<file path="config.mk">
export PLATFORM = sky130hd
export DESIGN_NAME = axil_cmd_sequencer_flat
export DESIGN_NICKNAME = d
export VERILOG_FILES = /design/src/rtl/axil_cmd_sequencer_pkg.sv /design/src/rtl/axil_cmd_sequencer_if.sv /design/src/rtl/axil_cmd_fifo.sv /design/src/rtl/axil_cmd_sequencer.sv /design/src/flat_wrapper.sv
export SDC_FILE = /design/constraint.sdc
export NUM_CORES = 1
export LEC_CHECK = 0
export CORE_MARGIN = 3
export CORE_UTILIZATION = 40
export DETAILED_ROUTE_END_ITERATION = 10
export PLACE_DENSITY = 0.68
export SLEW_MARGIN = 25
export SYNTH_ARGS = -nofsm -noshare
export SYNTH_HDL_FRONTEND = slang
export SYNTH_HIERARCHICAL = 1
export SYNTH_SLANG_ARGS = --single-unit
</file>
<file path="constraint.sdc">
create_clock -name ACLK -period 3.8 [get_ports ACLK]
set_clock_uncertainty 0.1 [all_clocks]
set_input_delay 0.76 -clock ACLK [delete_from_list [all_inputs] [get_ports ACLK]]
set_output_delay 0.76 -clock ACLK [all_outputs]
set_load 0.01 [all_outputs]
</file>
<file path="src/rtl/axil_cmd_sequencer_pkg.sv">
`default_nettype none
// ============================================================================
//  Module   : axil_seq_pkg
//  Desc     : Shared types for the AXI4-Lite command sequencer: FSM state
//             encoding, response codes and the buffered command record.
//  Revision : 1.0 - initial release
// ============================================================================
package axil_seq_pkg;

   // Widths of the stored command record; the sequencer pads narrower
   // address/data buses into these fields.
   localparam int CMD_ADDR_WIDTH = 32;
   localparam int CMD_DATA_WIDTH = 32;

   // AXI response codes reported on the response channel
   localparam logic [1:0] RESP_OKAY    = 2'b00;
   localparam logic [1:0] RESP_SLVERR  = 2'b10;
   localparam logic [1:0] RESP_TIMEOUT = 2'b11;

   // Sequencer FSM states
   typedef enum logic [1:0] {
      ST_IDLE  = 2'd0,
      ST_ISSUE = 2'd1,
      ST_WAIT  = 2'd2,
      ST_RESP  = 2'd3
   } state_t;

   // One buffered host command
   typedef struct packed {
      logic                      write;
      logic [CMD_ADDR_WIDTH-1:0] addr;
      logic [CMD_DATA_WIDTH-1:0] wdata;
   } cmd_t;

endpackage
`default_nettype wire

</file>
<file path="src/rtl/axil_cmd_sequencer_if.sv">
`default_nettype none
// ============================================================================
//  Module   : axil_cmd_sequencer_if
//  Desc     : Host command/response channels plus the start/completion
//             signals towards the AXI4-Lite master. The "slave" modport is
//             the sequencer's view; "master" is the surrounding environment.
//  Revision : 1.0 - initial release
// ============================================================================
interface axil_cmd_sequencer_if #(
   parameter int DATA_WIDTH    = 32,
   parameter int ADDRESS_WIDTH = 32
);
   // host command channel
   logic                     cmd_valid;
   logic                     cmd_ready;
   logic                     cmd_write;
   logic [ADDRESS_WIDTH-1:0] cmd_addr;
   logic [DATA_WIDTH-1:0]    cmd_wdata;
   // host response channel
   logic                     rsp_valid;
   logic                     rsp_ready;
   logic                     rsp_write;
   logic [DATA_WIDTH-1:0]    rsp_rdata;
   logic [1:0]               rsp_resp;
   // master side
   logic                     start_read;
   logic                     start_write;
   logic [ADDRESS_WIDTH-1:0] address;
   logic [DATA_WIDTH-1:0]    w_data;
   logic [DATA_WIDTH-1:0]    r_data;
   logic                     txn_done;
   logic [1:0]               txn_resp;

   modport slave (
      input  cmd_valid, cmd_write, cmd_addr, cmd_wdata, rsp_ready,
             r_data, txn_done, txn_resp,
      output cmd_ready, rsp_valid, rsp_write, rsp_rdata, rsp_resp,
             start_read, start_write, address, w_data
   );

   modport master (
      output cmd_valid, cmd_write, cmd_addr, cmd_wdata, rsp_ready,
             r_data, txn_done, txn_resp,
      input  cmd_ready, rsp_valid, rsp_write, rsp_rdata, rsp_resp,
             start_read, start_write, address, w_data
   );
endinterface
`default_nettype wire

</file>
<file path="src/rtl/axil_cmd_fifo.sv">
`default_nettype none
// ============================================================================
//  Module   : axil_cmd_fifo
//  Desc     : Synchronous FIFO of command records. Head entry is visible
//             combinationally on dout. A push while full is dropped even if
//             a pop happens in the same cycle.
//  Revision : 1.0 - initial release
// ============================================================================
module axil_cmd_fifo
   import axil_seq_pkg::*;
#(
   parameter int DEPTH = 4
) (
   input  wire logic                       clk,
   input  wire logic                       rst_n,
   input  wire logic                       push,
   input  wire logic                       pop,
   input  wire cmd_t                       din,
   output      cmd_t                       dout,
   output      logic                       full,
   output      logic                       empty,
   output      logic [$clog2(DEPTH):0]     count
);
   localparam int PW = $clog2(DEPTH);
   localparam int CW = PW + 1;
   localparam logic [CW-1:0] DEPTH_C = CW'(DEPTH);

   cmd_t          r_mem [DEPTH];
   logic [PW-1:0] r_wr_ptr;
   logic [PW-1:0] r_rd_ptr;
   logic [CW-1:0] r_count;
   logic          w_push_ok;
   logic          w_pop_ok;

   assign full      = (r_count == DEPTH_C);
   assign empty     = (r_count == '0);
   assign count     = r_count;
   assign dout      = r_mem[r_rd_ptr];
   assign w_push_ok = push & ~full;
   assign w_pop_ok  = pop & ~empty;

   // Storage array; contents need no reset since empty gates every read
   always_ff @(posedge clk) begin
      if (w_push_ok) begin
         r_mem[r_wr_ptr] <= din;
      end
   end

   // Pointers wrap naturally at DEPTH (power of two); count tracks occupancy
   always_ff @(posedge clk or negedge rst_n) begin
      if (!rst_n) begin
         r_wr_ptr <= '0;
         r_rd_ptr <= '0;
         r_count  <= '0;
      end else begin
         if (w_push_ok) begin
            r_wr_ptr <= r_wr_ptr + PW'(1);
         end
         if (w_pop_ok) begin
            r_rd_ptr <= r_rd_ptr + PW'(1);
         end
         case ({w_push_ok, w_pop_ok})
            2'b10:   r_count <= r_count + CW'(1);
            2'b01:   r_count <= r_count - CW'(1);
            default: r_count <= r_count;
         endcase
      end
   end
endmodule
`default_nettype wire

</file>
<file path="src/rtl/axil_cmd_sequencer.sv">
`default_nettype none
// ============================================================================
//  Module   : axil_cmd_sequencer
//  Desc     : Buffers host read/write commands and issues them one at a time
//             to an AXI4-Lite master as single-cycle start pulses, then
//             returns read data and response status to the host.
//             Optional watchdog on the WAIT state: define AXIL_CMD_TIMEOUT_EN.
//  Revision : 1.0 - initial release
// ============================================================================
module axil_cmd_sequencer
   import axil_seq_pkg::*;
#(
   parameter int DATA_WIDTH     = 32,
   parameter int ADDRESS_WIDTH  = 32,
   parameter int FIFO_DEPTH     = 4,
   parameter int TIMEOUT_CYCLES = 256
) (
   input wire logic              ACLK,
   input wire logic              ARESETN,
   axil_cmd_sequencer_if.slave   bus
);
   localparam int CW = $clog2(FIFO_DEPTH) + 1;
   localparam logic [CW-1:0] DEPTH_C = CW'(FIFO_DEPTH);

   // Reject parameter sets the datapath cannot represent
   if ((FIFO_DEPTH < 2) || ((FIFO_DEPTH & (FIFO_DEPTH - 1)) != 0) ||
       (TIMEOUT_CYCLES < 1) || (DATA_WIDTH > CMD_DATA_WIDTH) ||
       (ADDRESS_WIDTH > CMD_ADDR_WIDTH)) begin : g_param_check
      $error("axil_cmd_sequencer: unsupported parameter combination");
   end

   cmd_t                     w_fifo_din;
   cmd_t                     w_fifo_head;
   logic                     w_fifo_full;
   logic                     w_fifo_empty;
   logic [CW-1:0]            w_fifo_count;
   logic                     w_push;
   logic                     w_pop;

   state_t                   r_state;
   logic                     r_write;
   logic                     r_start_read;
   logic                     r_start_write;
   logic [ADDRESS_WIDTH-1:0] r_address;
   logic [DATA_WIDTH-1:0]    r_w_data;
   logic                     r_rsp_valid;
   logic                     r_rsp_write;
   logic [DATA_WIDTH-1:0]    r_rsp_rdata;
   logic [1:0]               r_rsp_resp;

`ifdef AXIL_CMD_TIMEOUT_EN
   localparam int WDW = $clog2(TIMEOUT_CYCLES + 1);
   localparam logic [WDW-1:0] WD_LAST = WDW'(TIMEOUT_CYCLES - 1);
   logic [WDW-1:0]           r_wd_cnt;
`endif

   assign bus.cmd_ready = (w_fifo_count != DEPTH_C);
   assign w_push        = bus.cmd_valid & ~w_fifo_full;
   assign w_pop         = (r_state == ST_IDLE) & ~w_fifo_empty;
   assign w_fifo_din    = '{write: bus.cmd_write,
                            addr:  CMD_ADDR_WIDTH'(bus.cmd_addr),
                            wdata: CMD_DATA_WIDTH'(bus.cmd_wdata)};

   axil_cmd_fifo #(
      .DEPTH (FIFO_DEPTH)
   ) u_fifo (
      .clk   (ACLK),
      .rst_n (ARESETN),
      .push  (w_push),
      .pop   (w_pop),
      .din   (w_fifo_din),
      .dout  (w_fifo_head),
      .full  (w_fifo_full),
      .empty (w_fifo_empty),
      .count (w_fifo_count)
   );

   // Sequencer FSM with all master- and host-facing outputs registered
   always_ff @(posedge ACLK or negedge ARESETN) begin
      if (!ARESETN) begin
         r_state       <= ST_IDLE;
         r_write       <= 1'b0;
         r_start_read  <= 1'b0;
         r_start_write <= 1'b0;
         r_address     <= '0;
         r_w_data      <= '0;
         r_rsp_valid   <= 1'b0;
         r_rsp_write   <= 1'b0;
         r_rsp_rdata   <= '0;
         r_rsp_resp    <= 2'b00;
`ifdef AXIL_CMD_TIMEOUT_EN
         r_wd_cnt      <= '0;
`endif
      end else begin
         // start pulses last exactly one cycle
         r_start_read  <= 1'b0;
         r_start_write <= 1'b0;
         case (r_state)
            ST_IDLE: begin
               if (!w_fifo_empty) begin
                  r_write       <= w_fifo_head.write;
                  r_address     <= w_fifo_head.addr[ADDRESS_WIDTH-1:0];
                  r_w_data      <= w_fifo_head.wdata[DATA_WIDTH-1:0];
                  r_start_write <= w_fifo_head.write;
                  r_start_read  <= ~w_fifo_head.write;
                  r_state       <= ST_ISSUE;
               end
            end
            ST_ISSUE: begin
`ifdef AXIL_CMD_TIMEOUT_EN
               r_wd_cnt <= '0;
`endif
               r_state  <= ST_WAIT;
            end
            ST_WAIT: begin
               if (bus.txn_done) begin
                  r_rsp_valid <= 1'b1;
                  r_rsp_write <= r_write;
                  r_rsp_rdata <= r_write ? '0 : bus.r_data;
                  r_rsp_resp  <= bus.txn_resp;
                  r_state     <= ST_RESP;
               end
`ifdef AXIL_CMD_TIMEOUT_EN
               else if (r_wd_cnt == WD_LAST) begin
                  // master never answered: report timeout, late strobe is
                  // dropped because only WAIT listens to txn_done
                  r_rsp_valid <= 1'b1;
                  r_rsp_write <= r_write;
                  r_rsp_rdata <= '0;
                  r_rsp_resp  <= RESP_TIMEOUT;
                  r_state     <= ST_RESP;
               end else begin
                  r_wd_cnt <= r_wd_cnt + WDW'(1);
               end
`endif
            end
            ST_RESP: begin
               if (bus.rsp_ready) begin
                  r_rsp_valid <= 1'b0;
                  r_state     <= ST_IDLE;
               end
            end
            default: r_state <= ST_IDLE;
         endcase
      end
   end

   assign bus.start_read  = r_start_read;
   assign bus.start_write = r_start_write;
   assign bus.address     = r_address;
   assign bus.w_data      = r_w_data;
   assign bus.rsp_valid   = r_rsp_valid;
   assign bus.rsp_write   = r_rsp_write;
   assign bus.rsp_rdata   = r_rsp_rdata;
   assign bus.rsp_resp    = r_rsp_resp;
endmodule
`default_nettype wire
</file>
<file path="src/flat_wrapper.sv">
// flat-port wrapper written by rule: the top's interface ports become plain ports
module axil_cmd_sequencer_flat import axil_seq_pkg::*;
#(
   parameter int DATA_WIDTH     = 32,
   parameter int ADDRESS_WIDTH  = 32,
   parameter int FIFO_DEPTH     = 4,
   parameter int TIMEOUT_CYCLES = 256
)
  (ACLK, ARESETN, bus_cmd_valid, bus_cmd_write, bus_cmd_addr, bus_cmd_wdata, bus_rsp_ready, bus_r_data, bus_txn_done, bus_txn_resp, bus_cmd_ready, bus_rsp_valid, bus_rsp_write, bus_rsp_rdata, bus_rsp_resp, bus_start_read, bus_start_write, bus_address, bus_w_data);
  axil_cmd_sequencer_if #(.DATA_WIDTH(DATA_WIDTH), .ADDRESS_WIDTH(ADDRESS_WIDTH)) bus_i ();
  input wire logic ACLK;
  input wire logic ARESETN;
  input wire logic [$bits(bus_i.cmd_valid)-1:0] bus_cmd_valid;
  input wire logic [$bits(bus_i.cmd_write)-1:0] bus_cmd_write;
  input wire logic [$bits(bus_i.cmd_addr)-1:0] bus_cmd_addr;
  input wire logic [$bits(bus_i.cmd_wdata)-1:0] bus_cmd_wdata;
  input wire logic [$bits(bus_i.rsp_ready)-1:0] bus_rsp_ready;
  input wire logic [$bits(bus_i.r_data)-1:0] bus_r_data;
  input wire logic [$bits(bus_i.txn_done)-1:0] bus_txn_done;
  input wire logic [$bits(bus_i.txn_resp)-1:0] bus_txn_resp;
  output wire logic [$bits(bus_i.cmd_ready)-1:0] bus_cmd_ready;
  output wire logic [$bits(bus_i.rsp_valid)-1:0] bus_rsp_valid;
  output wire logic [$bits(bus_i.rsp_write)-1:0] bus_rsp_write;
  output wire logic [$bits(bus_i.rsp_rdata)-1:0] bus_rsp_rdata;
  output wire logic [$bits(bus_i.rsp_resp)-1:0] bus_rsp_resp;
  output wire logic [$bits(bus_i.start_read)-1:0] bus_start_read;
  output wire logic [$bits(bus_i.start_write)-1:0] bus_start_write;
  output wire logic [$bits(bus_i.address)-1:0] bus_address;
  output wire logic [$bits(bus_i.w_data)-1:0] bus_w_data;
  assign bus_i.cmd_valid = bus_cmd_valid;
  assign bus_i.cmd_write = bus_cmd_write;
  assign bus_i.cmd_addr = bus_cmd_addr;
  assign bus_i.cmd_wdata = bus_cmd_wdata;
  assign bus_i.rsp_ready = bus_rsp_ready;
  assign bus_i.r_data = bus_r_data;
  assign bus_i.txn_done = bus_txn_done;
  assign bus_i.txn_resp = bus_txn_resp;
  assign bus_cmd_ready = bus_i.cmd_ready;
  assign bus_rsp_valid = bus_i.rsp_valid;
  assign bus_rsp_write = bus_i.rsp_write;
  assign bus_rsp_rdata = bus_i.rsp_rdata;
  assign bus_rsp_resp = bus_i.rsp_resp;
  assign bus_start_read = bus_i.start_read;
  assign bus_start_write = bus_i.start_write;
  assign bus_address = bus_i.address;
  assign bus_w_data = bus_i.w_data;
  axil_cmd_sequencer #(.DATA_WIDTH(DATA_WIDTH), .ADDRESS_WIDTH(ADDRESS_WIDTH), .FIFO_DEPTH(FIFO_DEPTH), .TIMEOUT_CYCLES(TIMEOUT_CYCLES)) u_core (.ACLK(ACLK), .ARESETN(ARESETN), .bus(bus_i));
endmodule
</file>
# --- Word level (Yosys, flattened, before mapping) ---
# Memories as Yosys holds them, arrays and structs flattened.
# Index checks and enable logic that the tools add are counted.
classes:
  n_addsub: 4
  n_eq_ne: 10
  muxes: 15
  bitwise: 7
  n_reduce_logical: 8
op_table:
  columns: ["operator", "count"]
  rows:
  - ["32-bit two-way mux", 1]
  - ["1-bit two-way mux", 8]
  - ["2-bit case mux with 4 select lines", 1]
  - ["2-bit == test (second input constant)", 3]
  - ["2-bit two-way mux", 3]
  - ["2-bit inequality test (second input constant)", 3]
  - ["3-bit case mux with 2 select lines", 1]
  - ["3-bit AND reduction", 2]
  - ["2-bit by 1-bit adder with 2-bit output (second input constant)", 2]
  - ["1-bit AND", 4]
  - ["2-bit by 1-bit == test with 1-bit output (second input constant)", 2]
  - ["2-bit AND reduction", 2]
  - ["2-bit nonzero test", 2]
  - ["3-bit by 1-bit adder with 3-bit output (second input constant)", 1]
  - ["3-bit == test (second input constant)", 1]
  - ["3-bit logical NOT", 1]
  - ["3-bit inequality test (second input constant)", 1]
  - ["1-bit NOT", 3]
  - ["3-bit by 1-bit subtractor with 3-bit output (second input constant)", 1]
  - ["2-bit logical NOT", 1]
  - ["1-bit case mux with 2 select lines", 1]
word_totals:
  register_bits: 112
  ram_bits: 260
  out_inout_bits: 103
  mem_count: 1
memory_table:
  columns: ["memory", "words", "width", "read_ports", "rd_clocked_by_memory_dff", "write_ports", "line", "rtl"]
  rows:
  - ["u_core.u_fifo.r_mem", 4, 65, 1, 0, 1, "axil_cmd_fifo.sv:28", "cmd_t r_mem [DEPTH];"]

# --- Depth between registers and ports, before layout ---
depth:
  word_depth: 6
  depth_mapped: 13

# --- Modules after synthesis ---
# Netlist, hierarchy kept.
by_module_without_submodules:
  columns: ["module", "instances", "cells_per_inst", "area_per_inst_um2"]
  rows:
  - ["axil_cmd_fifo", 1, 378, 9833.2]
  - ["axil_cmd_sequencer", 1, 313, 4230.3]

# --- Worst setup path after synthesis ---
# OpenSTA, ideal clock, no wires.
synth_timing:
  kind: "input to register"
  start: "input bus_cmd_valid"
  end: "memory u_core/u_fifo/r_mem[0][0] (netlist name) (enable)"
  setup_ns: 0.430
  t_arrival_ns: 2.670
  required_ns: 3.270
  setup_slack_ns: 0.600
  path_stages: 3
  path_cell_list: "nor2b_1 -> nor2b_2 -> and2_1"
synth_between:
  elab_chain_cells: 4
synth_rtl:
  columns: ["item", "line", "rtl"]
  rows:
  - ["from (decl)", "flat_wrapper.sv:13", "input wire logic [$bits(bus_i.cmd_valid)-1:0] bus_cmd_valid;"]
  - ["1-bit AND", "axil_cmd_sequencer.sv:58", "assign w_push = bus.cmd_valid & ~w_fifo_full;"]
  - ["1-bit AND", "axil_cmd_fifo.sv:39", "assign w_push_ok = push & ~full;"]
  - ["1-bit two-way mux", "axil_cmd_fifo.sv:44", "if (w_push_ok) begin"]
  - ["1-bit two-way mux (not written as such)", "axil_cmd_fifo.sv:45", "r_mem[r_wr_ptr] <= din;"]
  - ["to (decl)", "axil_cmd_fifo.sv:28", null]
# No other way between the ends.

# --- Final worst setup path ---
layout_timing:
  start: "register u_core.u_fifo.r_count[0] (netlist: u_core/u_fifo/count[0])"
  end: "output bus_cmd_ready"
layout_between:
  elab_chain_cells: 1
layout_rtl:
  columns: ["item", "line", "rtl"]
  rows:
  - ["from (decl)", "axil_cmd_fifo.sv:31", "logic [CW-1:0] r_count;"]
  - ["from (signal assigned)", "axil_cmd_fifo.sv:63", "2'b10: r_count <= r_count + CW'(1);"]
  - ["from (signal assigned)", "axil_cmd_fifo.sv:64", "2'b01: r_count <= r_count - CW'(1);"]
  - ["from (signal assigned)", "axil_cmd_fifo.sv:65", "default: r_count <= r_count;"]
  - ["3-bit inequality test", "axil_cmd_sequencer.sv:57", "assign bus.cmd_ready = (w_fifo_count != DEPTH_C);"]
  - ["to (decl)", "flat_wrapper.sv:21", "output wire logic [$bits(bus_i.cmd_ready)-1:0] bus_cmd_ready;"]
# No other way between the ends.

==> Implementation_results.wiki <==
{| class="wikitable"
! Metric !! Value
|-
| CTS Hold Buffers Added || 0
|-
| Buffer cell driving the clock tree root || clkbuf_16
|-
| Avg WL per Cell || 19.4 um
|-
| FMAX || roughly 0.40 GHz
|-
| Max-Slew Margin vs Limit || between 30% and 40%
|-
| Least-Margin Pin Slew || 999 ps
|-
| Setup-violating endpoint count in the final report || 0
|-
| Data required, critical path || 2940 ps
|-
| Power after layout || roughly 0.015 W
|-
| Layout cells sized above 1 || around 23%
|-
| Count of max-cap constraint violations || 0
|-
| Number of optimization iterations in the first detailed-route pass || 4
|-
| Number of setup buffers added after CTS || 0
|-
| Overall via count from detail_route || 6834
|-
| Most frequent cells in the layout || edfxtp_1 (260), clkdlybuf4s50_1 (205), dfrtp_1 (110), mux4_2 (65), mux2_2 (53)
|-
| Most common cell after layout, fill and taps aside || edfxtp_1
|-
| Startpoint type of the worst setup path || flop
|-
| Placed wire-length estimate after detailed placement || between 15000 and 20000 um
|-
| Cell type with the largest total area after synthesis || edfxtp_1
|-
| Routability Congestion || just under 0.7
|-
| Layout overhead on the synthesized area || 28.2%
|-
| Post-synth top area share || roughly 56%
|-
| Number of gates resized after CTS || 0
|-
| Vias/cell || between 4 and 5
|-
| Setup repair after global routing missed its margin || no
|-
| Number of routed nets with antenna violations || 0
|-
| Ports placed on the boundary || 207
|-
| Area of the core region || 34600 um2
|-
| Die height || 194 um
|-
| Count of unresolved DRC violations after routing || 0
|-
| Number of I/O port buffers || approximately 210
|-
| Seq/Total Area, Yosys || between 70% and 80%
|-
| Max Transition Viols Final || 0
|-
| First-pass GRT wire length || 42900 um
|-
| Net Count, Synth || around 800
|-
| Initial antenna violation count || 0
|-
| Cell row count || roughly 70
|-
| Maximum number of pins on one net before global-route repair || just under 100
|-
| Vias in the first global route || 7305
|-
| Period utilisation layout || 66.2%
|-
| Min-Delay Path Class || in2async
|-
| Hold Violations, Final || 0
|-
| Die extent in x || roughly 190 um
|-
| Number of clock sinks || between 300 and 400
|-
| Iter 0 DRT Violations || between 300 and 400
|-
| Worst-path maximum fanout || 6
|-
| Synth unique cells || 28
|-
| CTS max path bufs || 3
|-
| H-tree depth || 2
|-
| Total negative slack || 0 ps
|-
| Starting Density || between 40% and 50%
|-
| Syn avg cell area || 20.4 um2
|-
| Top area cells in the synthesized netlist || edfxtp_1 (56%), dfrtp_1 (20%), mux4_2 (10%), mux2_2 (4.2%), mux2_4 (1.8%)
|-
| Post-synthesis instance total || 691
|-
| Final wirelength || between 20000 and 30000 um
|-
| Area of the die || 37400 um2
|-
| Skew-Pair Late Insertion Delay || approximately 530 ps
|-
| Number of buffers created by CTS || 39
|-
| Global routing usage summed across all routing layers || between 10% and 20%
|-
| Kind of end point of the critical path || output port
|-
| Number of nets in the final layout || ~1000
|-
| Worst vdd ir || roughly 420 uV
|-
| Leakage component of the power || between 6 and 7 nW
|-
| Cell area power density || 833 nW/um2
|-
| Remaining global-route overflow || 0
|-
| CTS tree || yes
|-
| Result of the run || completed
|-
| Seq cells post-synth || 372
|-
| Signal arrival time at the worst endpoint || approximately 1700 ps
|-
| Yosys warns || 6
|-
| Netlist area before placement || 14100 um2
|-
| Clock transition at the registers of the reported paths || roughly 60 ps
|-
| Fin crit period || about 2500 ps
|-
| Critical path type || reg2out
|}
[through the flow]
stage / std cells / area (um2) / setup WS (ps) / hold slack (ps) / util (%)
floorplan: 691 / 14100 / 600 / 364 / -
global placement: 1328 / 16600 / 860 / 361 / 47.9
detailed placement: 1328 / 16600 / 863 / 370 / 47.9
CTS: 1400 / 18000 / 1250 / 294 / 52.0
global route: 1400 / 18000 / 1190 / 294 / 52.1
finish: 1401 / 18000 / 1280 / 232 / 52.1
[cells by family (layout without fill, tap and decap cells)]
family | count (synthesis) | in the layout | share of synthesized area, %
xor gates and xnor gates | 6 | 6 | 0.374
AOI/OAI and AO/OA | 36 | 36 | 1.33
adders and majority gates | 11 | 11 | 1.03
DFF | 372 | 372 | 75.4
buffers and inverters | 44 | 298 | 2.10
other | 0 | 1 | 0
and+or+nand+nor | 85 | 85 | 3.10
muxes | 137 | 137 | 16.6
[per-layer routing]
metal	vias to the layer above	wire length (um)	global-route usage, %
li1	3125	-	-
met1	3486	12200	20.6
met2	189	13100	23.0
met3	34	1500	3.40
met4	0	446	3.35
met5	-	0	0
[synthesized netlist by cell type (all sizes together)]
cell type	instances
mux2i	2
fa	1
o21ai	34
nor2b	4
clkbuf	8
xor2	3
dfrtp	112
o221ai	1
mux2	70
nor2	3
nor3	1
o31a	1
and2	5
buf	25
mux4	65
ha	10
inv	11
nand2	39
nor3b	1
edfxtp	260
xnor2	3
nand2b	32
[sequential cells by signal (all words and copies together) (netlist names), 2 cells and up]
signal and count:
u_core/bus.rsp_rdata 32, u_core/bus.address 32, u_core/bus.rsp_resp 2, u_core/r_state 2
u_core/bus.w_data 32, u_core/u_fifo/r_rd_ptr 2, u_core/u_fifo/r_wr_ptr 2, u_core/u_fifo/count 3
u_core/u_fifo/r_mem 260
[critical path: stages (launching register included)]
cell and delay, ps:
dfrtp_1 440, nor2_1 60, nand2_1 70, clkdlybuf4s50_1 580
[where the power goes]
part	switching (W)	internal, W
sequential	0.000733	0.00558
combinational	0.00189	0.00271
clock	0.00154	0.00256
total	0.00417	0.0108
[final timing paths]
path	slack [ps]	to	cells past startpoint	from
max	1280	bus_cmd_ready	3	u_core/u_fifo/count[0]
min	230	u_core/bus.w_data[21]	1	ARESETN
max reg2reg	1460	u_core/bus.address[2]	3	u_core/u_fifo/r_rd_ptr[0]
min reg2reg	380	u_core/bus.rsp_rdata[24]	2	u_core/bus.rsp_rdata[24]
max in group asynchronous	2640	u_core/bus.address[9]	2	ARESETN
min in group ACLK	380	u_core/bus.rsp_rdata[24]	2	u_core/bus.rsp_rdata[24]
[area by class of cell]
cell class,instances,area [um2]
Fill cell,2789,16600
Sequential cell,372,10600
Multi-Input combinational cell,275,3180
Timing Repair Buffer,215,2200
Clock buffer,49,1110
Tap cell,455,569
Clock inverter,23,317
Inverter,11,41.3
Antenna cell,1,2.50
(Power assumes the default switching activity.)
==> RTL change 1: new RTL, config.mk and constraints unchanged <==
Build with the macro `AXIL_CMD_TIMEOUT_EN` defined.
--- a/src/rtl/axil_cmd_sequencer.sv
+++ b/src/rtl/axil_cmd_sequencer.sv
@@ -9,2 +9,4 @@
 // ============================================================================
+`define AXIL_CMD_TIMEOUT_EN
+
 module axil_cmd_sequencer
Behaviour: no difference found for any inputs over 4 cycles, from zero or initial values and one cycle with ARESETN low; that may be too few to reach the edited logic, so the function may still have changed.
==> RTL change 1 against the original RTL <==
Final area is 0.58% higher. Synthesized area rose by 1.1%. Sequential cell count up 9. Non-clock buffer count grew 5. Routed wire length up 5.4%. Worst setup slack worse by 0.12 ns. Critical path depth is 2 higher. Power shrank 3.3%. Critical endpoint is now u_core/u_fifo/r_mem[1][37]. Largest power group unchanged.
==> RTL change 1: results (changes against the original RTL) <==
- The register area share after synthesis is 0.762 (was 0.754).
- Leading cell types by total area after synthesis: edfxtp_1 55%, dfrtp_1 21%, mux4_2 10% (was edfxtp_1 56%, dfrtp_1 20%, mux4_2 10%).
- The count of yosys warnings during synthesis was 6 (unchanged).
- The initial antenna violation count is 3 (was 0).
- The count of TritonRoute iterations in the first routing pass was 6 (was 4).
- The total count of max-transition violations in the final report is 0 (unchanged).
- The setup slack after placement is 0.612 ns (was 0.863 ns).
- The static power due to leakage is 6.42 nW (was 6.43 nW).
- The root cell of the clock tree was clkbuf_16 (unchanged).
- The per-cell via count in the routed design is 5.06 (was 4.88).
- The instance count after placement with tap cells included was 1319 (was 1328).
- The flip-flop count of the largest register, all copies and words added was 260 (unchanged).
- The synthesized instance count is 675 (was 691).
- The number of buffer cells added on primary ports is 206 (unchanged).
- The relative slew slack was 0.313 (was 0.334).
- The highest fanout seen on the critical path was 29 (was 6).
- The clock latency reported for the late side of the worst-skew pair is ~0.52 ns.
- The number of gates resized after CTS was 0 (unchanged).
- The combined global-route utilization of all metal layers is 0.151 (was 0.145).
- The worst-case clock buffer depth is 3 (unchanged).
- The wire length per cell after detailed routing is 20.6 um (was 19.4 um).
- The net count after synthesis came to 792 (was 806).
- List of most frequent post-synthesis cells: 260 x edfxtp_1, 121 x dfrtp_1, 67 x mux2_2, 65 x mux4_2, 32 x a22o_1 (was 260 x edfxtp_1, 112 x dfrtp_1, 65 x mux4_2, 53 x mux2_2, 39 x nand2_1).
- The global-route wire length before repair is 45.0 mm (was 42.9 mm).
- The number of distinct standard cells referenced by the synthesized netlist is 40 (was 28).
- The proportion of layout cells with a drive suffix above 1 is 0.229 (was 0.232).
- The routability-driven placement congestion ratio was 0.767 (was 0.695).
- The number of nets in the layout is 1024 (was 1029).
- The largest vdd supply drop is 0.000498 V (was 0.000423 V).
- The deepest level of the CTS H-tree is 2 (unchanged).
- The register name with the most flops is u_core/u_fifo/r_mem (unchanged).
- The clock-pin slew on the worst setup and hold paths is 0.06 ns (about the same).
- The number of buffers inserted to repair setup after CTS is 0 (unchanged).
- The post-detailed-placement cell area is 0.0169 mm^2 (was 0.0166 mm^2).
- The number of global-route vias before repair was 7492 (was 7305).
- The total via count in the routed design is 7061 (was 6834).
- The number of nets with antenna violations after routing is 0 (unchanged).
- The detailed router's first-iteration violation count came to 343 (was 392).
- The HPWL after detailed placement came to 18.0 mm (was 16.9 mm).
- The worst hold path class was input pin to async pin (unchanged).
- The number of synthesized flops with an enable pin is 260 (unchanged).
- The pin count of the biggest net entering global routing is 108 (was 98).
- The share of flip-flops with an asynchronous set or reset after synthesis was 0.318 (was 0.301).
- The number of buffers inserted during clock tree synthesis is 41 (was 39).
- Status: finished, final reports clean (unchanged).
==> RTL change 1: final cells by class <==
type,count,area [um^2]
well taps,455,569
flip-flops and latches,381,10800
inverters,12,45.0
diodes,1,2.50
multi-input cells,251,3150
clock inverters,24,175
repair buffers,220,2270
clock buffers,51,1070
fillers,2775,16700
==> RTL change 1: logic make-up (layout without fill, tap and decap cells) <==
group,after synthesis,in the layout,synth area share
AOI/OAI and AO/OA,53,53,0.0297
xor gates and xnor gates,6,6,0.00370
adders and majority gates,13,13,0.0120
buffers and inverters,43,307,0.0181
DFF,381,381,0.762
muxes,136,136,0.159
other,0,1,0
and+or+nand+nor,43,43,0.0158
==> RTL change 1: path summary, 6_finish.rpt <==
path	cells after the start	start	to	slack, ns
min in group ACLK	1	u_core/r_wd_cnt[6]	u_core/r_wd_cnt[6]	0.38
worst min register to register	1	u_core/r_wd_cnt[6]	u_core/r_wd_cnt[6]	0.38
max in group asynchronous	2	ARESETN	u_core/bus.address[10]	2.61
worst max register to register	7	u_core/r_wd_cnt[0]	u_core/r_wd_cnt[5]	1.24
worst max-delay path	5	bus_cmd_valid	u_core/u_fifo/r_mem[1][37]	1.17
worst min-delay path	1	ARESETN	u_core/r_wd_cnt[5]	0.22
==> RTL change 1: where the power goes <==
group	total, mW	internal [mW]	leakage [nW]	switching, mW
Clock	3.64	2.09	0.601	1.55
Combinational	4.52	2.62	1.96	1.90
Sequential	6.36	5.67	3.86	0.682
Total	14.5	10.4	6.42	4.14
==> RTL change 1: routing by layer <==
layer  routed length [um]  vias to the layer above  share of wire  global-route usage
li1                     -                     3165              -                   -
met1                12800                     3623           0.45               0.213
met2                13700                      221           0.48               0.241
met3                 1710                       48          0.060              0.0362
met4                  469                        4          0.016              0.0338
met5                   27                        -        0.00094                   0
==> RTL change 1: critical path, stage by stage <==
cell and delay (ns):
clkdlybuf4s50_1 0.51, nor2b_1 0.13, nor2b_1 0.47, and2_4 0.57
buf_4 0.29
==> RTL change 2: new RTL, same settings <==
Without the edit above. The 4 states of `state_t` get a Gray code encoding in 2 bits.
--- a/src/rtl/axil_cmd_sequencer_pkg.sv
+++ b/src/rtl/axil_cmd_sequencer_pkg.sv
@@ -21,6 +21,6 @@
    typedef enum logic [1:0] {
-      ST_IDLE  = 2'd0,
-      ST_ISSUE = 2'd1,
-      ST_WAIT  = 2'd2,
-      ST_RESP  = 2'd3
+      ST_IDLE  = 2'b00,
+      ST_ISSUE = 2'b01,
+      ST_WAIT  = 2'b11,
+      ST_RESP  = 2'b10
    } state_t;
Behaviour: no difference found for any inputs over 4 cycles, from zero or initial values and one cycle with ARESETN low; so few cycles prove little.
==> RTL change 2 against the original RTL <==
Sequential cell count is the same. Global-route usage grew 0.53 points. Count of clock-buffer cells in the layout shrank 5. Die area shrank 0.53%. Synthesized area shrank 0.54%. Routed wire length grew 2.2%. Power shrank 5.4%. Worst setup slack lost 0.0032 ns. Critical path depth is the same. Synthesized cell count shrank 6.8%. Final area shrank 1.4%. First-iteration DRC count shrank 16%.
==> RTL change 2: results (changes against the original RTL) <==
- The clock latency reported for the late side of the worst-skew pair is 0.50 ns (was 0.53 ns).
- The routed length on met2 is 13.2 mm (was 13.1 mm).
- The count of clock-net buffers in the final layout is 44 (was 49).
- The register area share after synthesis is 0.759 (was 0.754).
- The global routing usage on met1 is 0.199 (was 0.206).
- The cell area after synthesis is 0.0140 mm^2 (was 0.0141 mm^2).
- The setup slack after placement is 0.742 ns (was 0.863 ns).
- The end of the worst register-to-register path is u_core/u_fifo/r_mem[1][8] (was u_core/bus.address[2]).
- The post-detailed-placement cell area is 0.0165 mm^2 (was 0.0166 mm^2).
- The relative slew slack is 0.311 (was 0.334).
- The detailed router's first-iteration violation count came to 328 (was 392).
- Status: finished, final reports clean (unchanged).
- The initial antenna violation count is 3 (was 0).
- The met2 usage in global routing is 0.248 (was 0.230).
- The met3 wire length is 2.35 mm (was 1.50 mm).
- The final hold slack came to 0.280 ns (was 0.232 ns).
- The proportion of layout cells with a drive suffix above 1 is 0.229 (was 0.232).
- The largest vdd supply drop is 0.000491 V (was 0.000423 V).
- Leading cell types by total area after synthesis: edfxtp_1 56%, dfrtp_1 20%, mux4_2 10% (unchanged).
- The number of non-clock inverters in the layout is 7 (was 11).
- The HPWL after detailed placement was 17.4 mm (was 16.9 mm).
- The combined global-route utilization of all metal layers is 0.150 (was 0.145).
- The number of global-route vias before repair is 7277 (was 7305).
- The register-to-register setup slack came to 1.40 ns (was 1.46 ns).
- The final wirelength is 27.8 mm (was 27.2 mm).
- The proportion of cell area spent on the clock network is 0.0693 (was 0.0789).
- The global-route wire length before repair is 42.8 mm (was 42.9 mm).
- The total number of multi-input combinational cells is 236 (was 275).
- The top routing layer in use was met5 (was met4).
- The number of nets in the layout is 987 (was 1029).
- The maximum achievable frequency was 0.397 GHz (about the same).
[RTL change 2: changes by cell type after synthesis, moves of 4 or more]
cell / before / now
nand2b_1: 32 / 1
o21ai_0: 34 / 1
mux2_1: 0 / 41
ha_1: 10 / 5
inv_1: 11 / 7
mux2_2: 53 / 60
nand2_1: 39 / 4
buf_2: 13 / 8
mux2_4: 17 / 0
nor2b_1: 2 / 34
[RTL change 2: kinds of logic (layout without fill, tap and decap cells)]
logic type | Yosys count | in the layout | share of synthesized area
adders and majority gates | 6 | 6 | 0.00590
buffers and inverters | 36 | 297 | 0.0201
AOI/OAI and AO/OA | 6 | 6 | 0.00304
DFF | 372 | 372 | 0.759
xor gates and xnor gates | 6 | 6 | 0.00376
and+or+nand+nor | 52 | 52 | 0.0226
muxes | 166 | 166 | 0.186
[RTL change 2: report_power, final]
part	internal, mW	switching, mW	leakage [nW]
sequential	5.57	0.738	3.72
clock	2.18	1.44	0.605
combinational	2.49	1.77	1.96
total	10.2	3.95	6.29
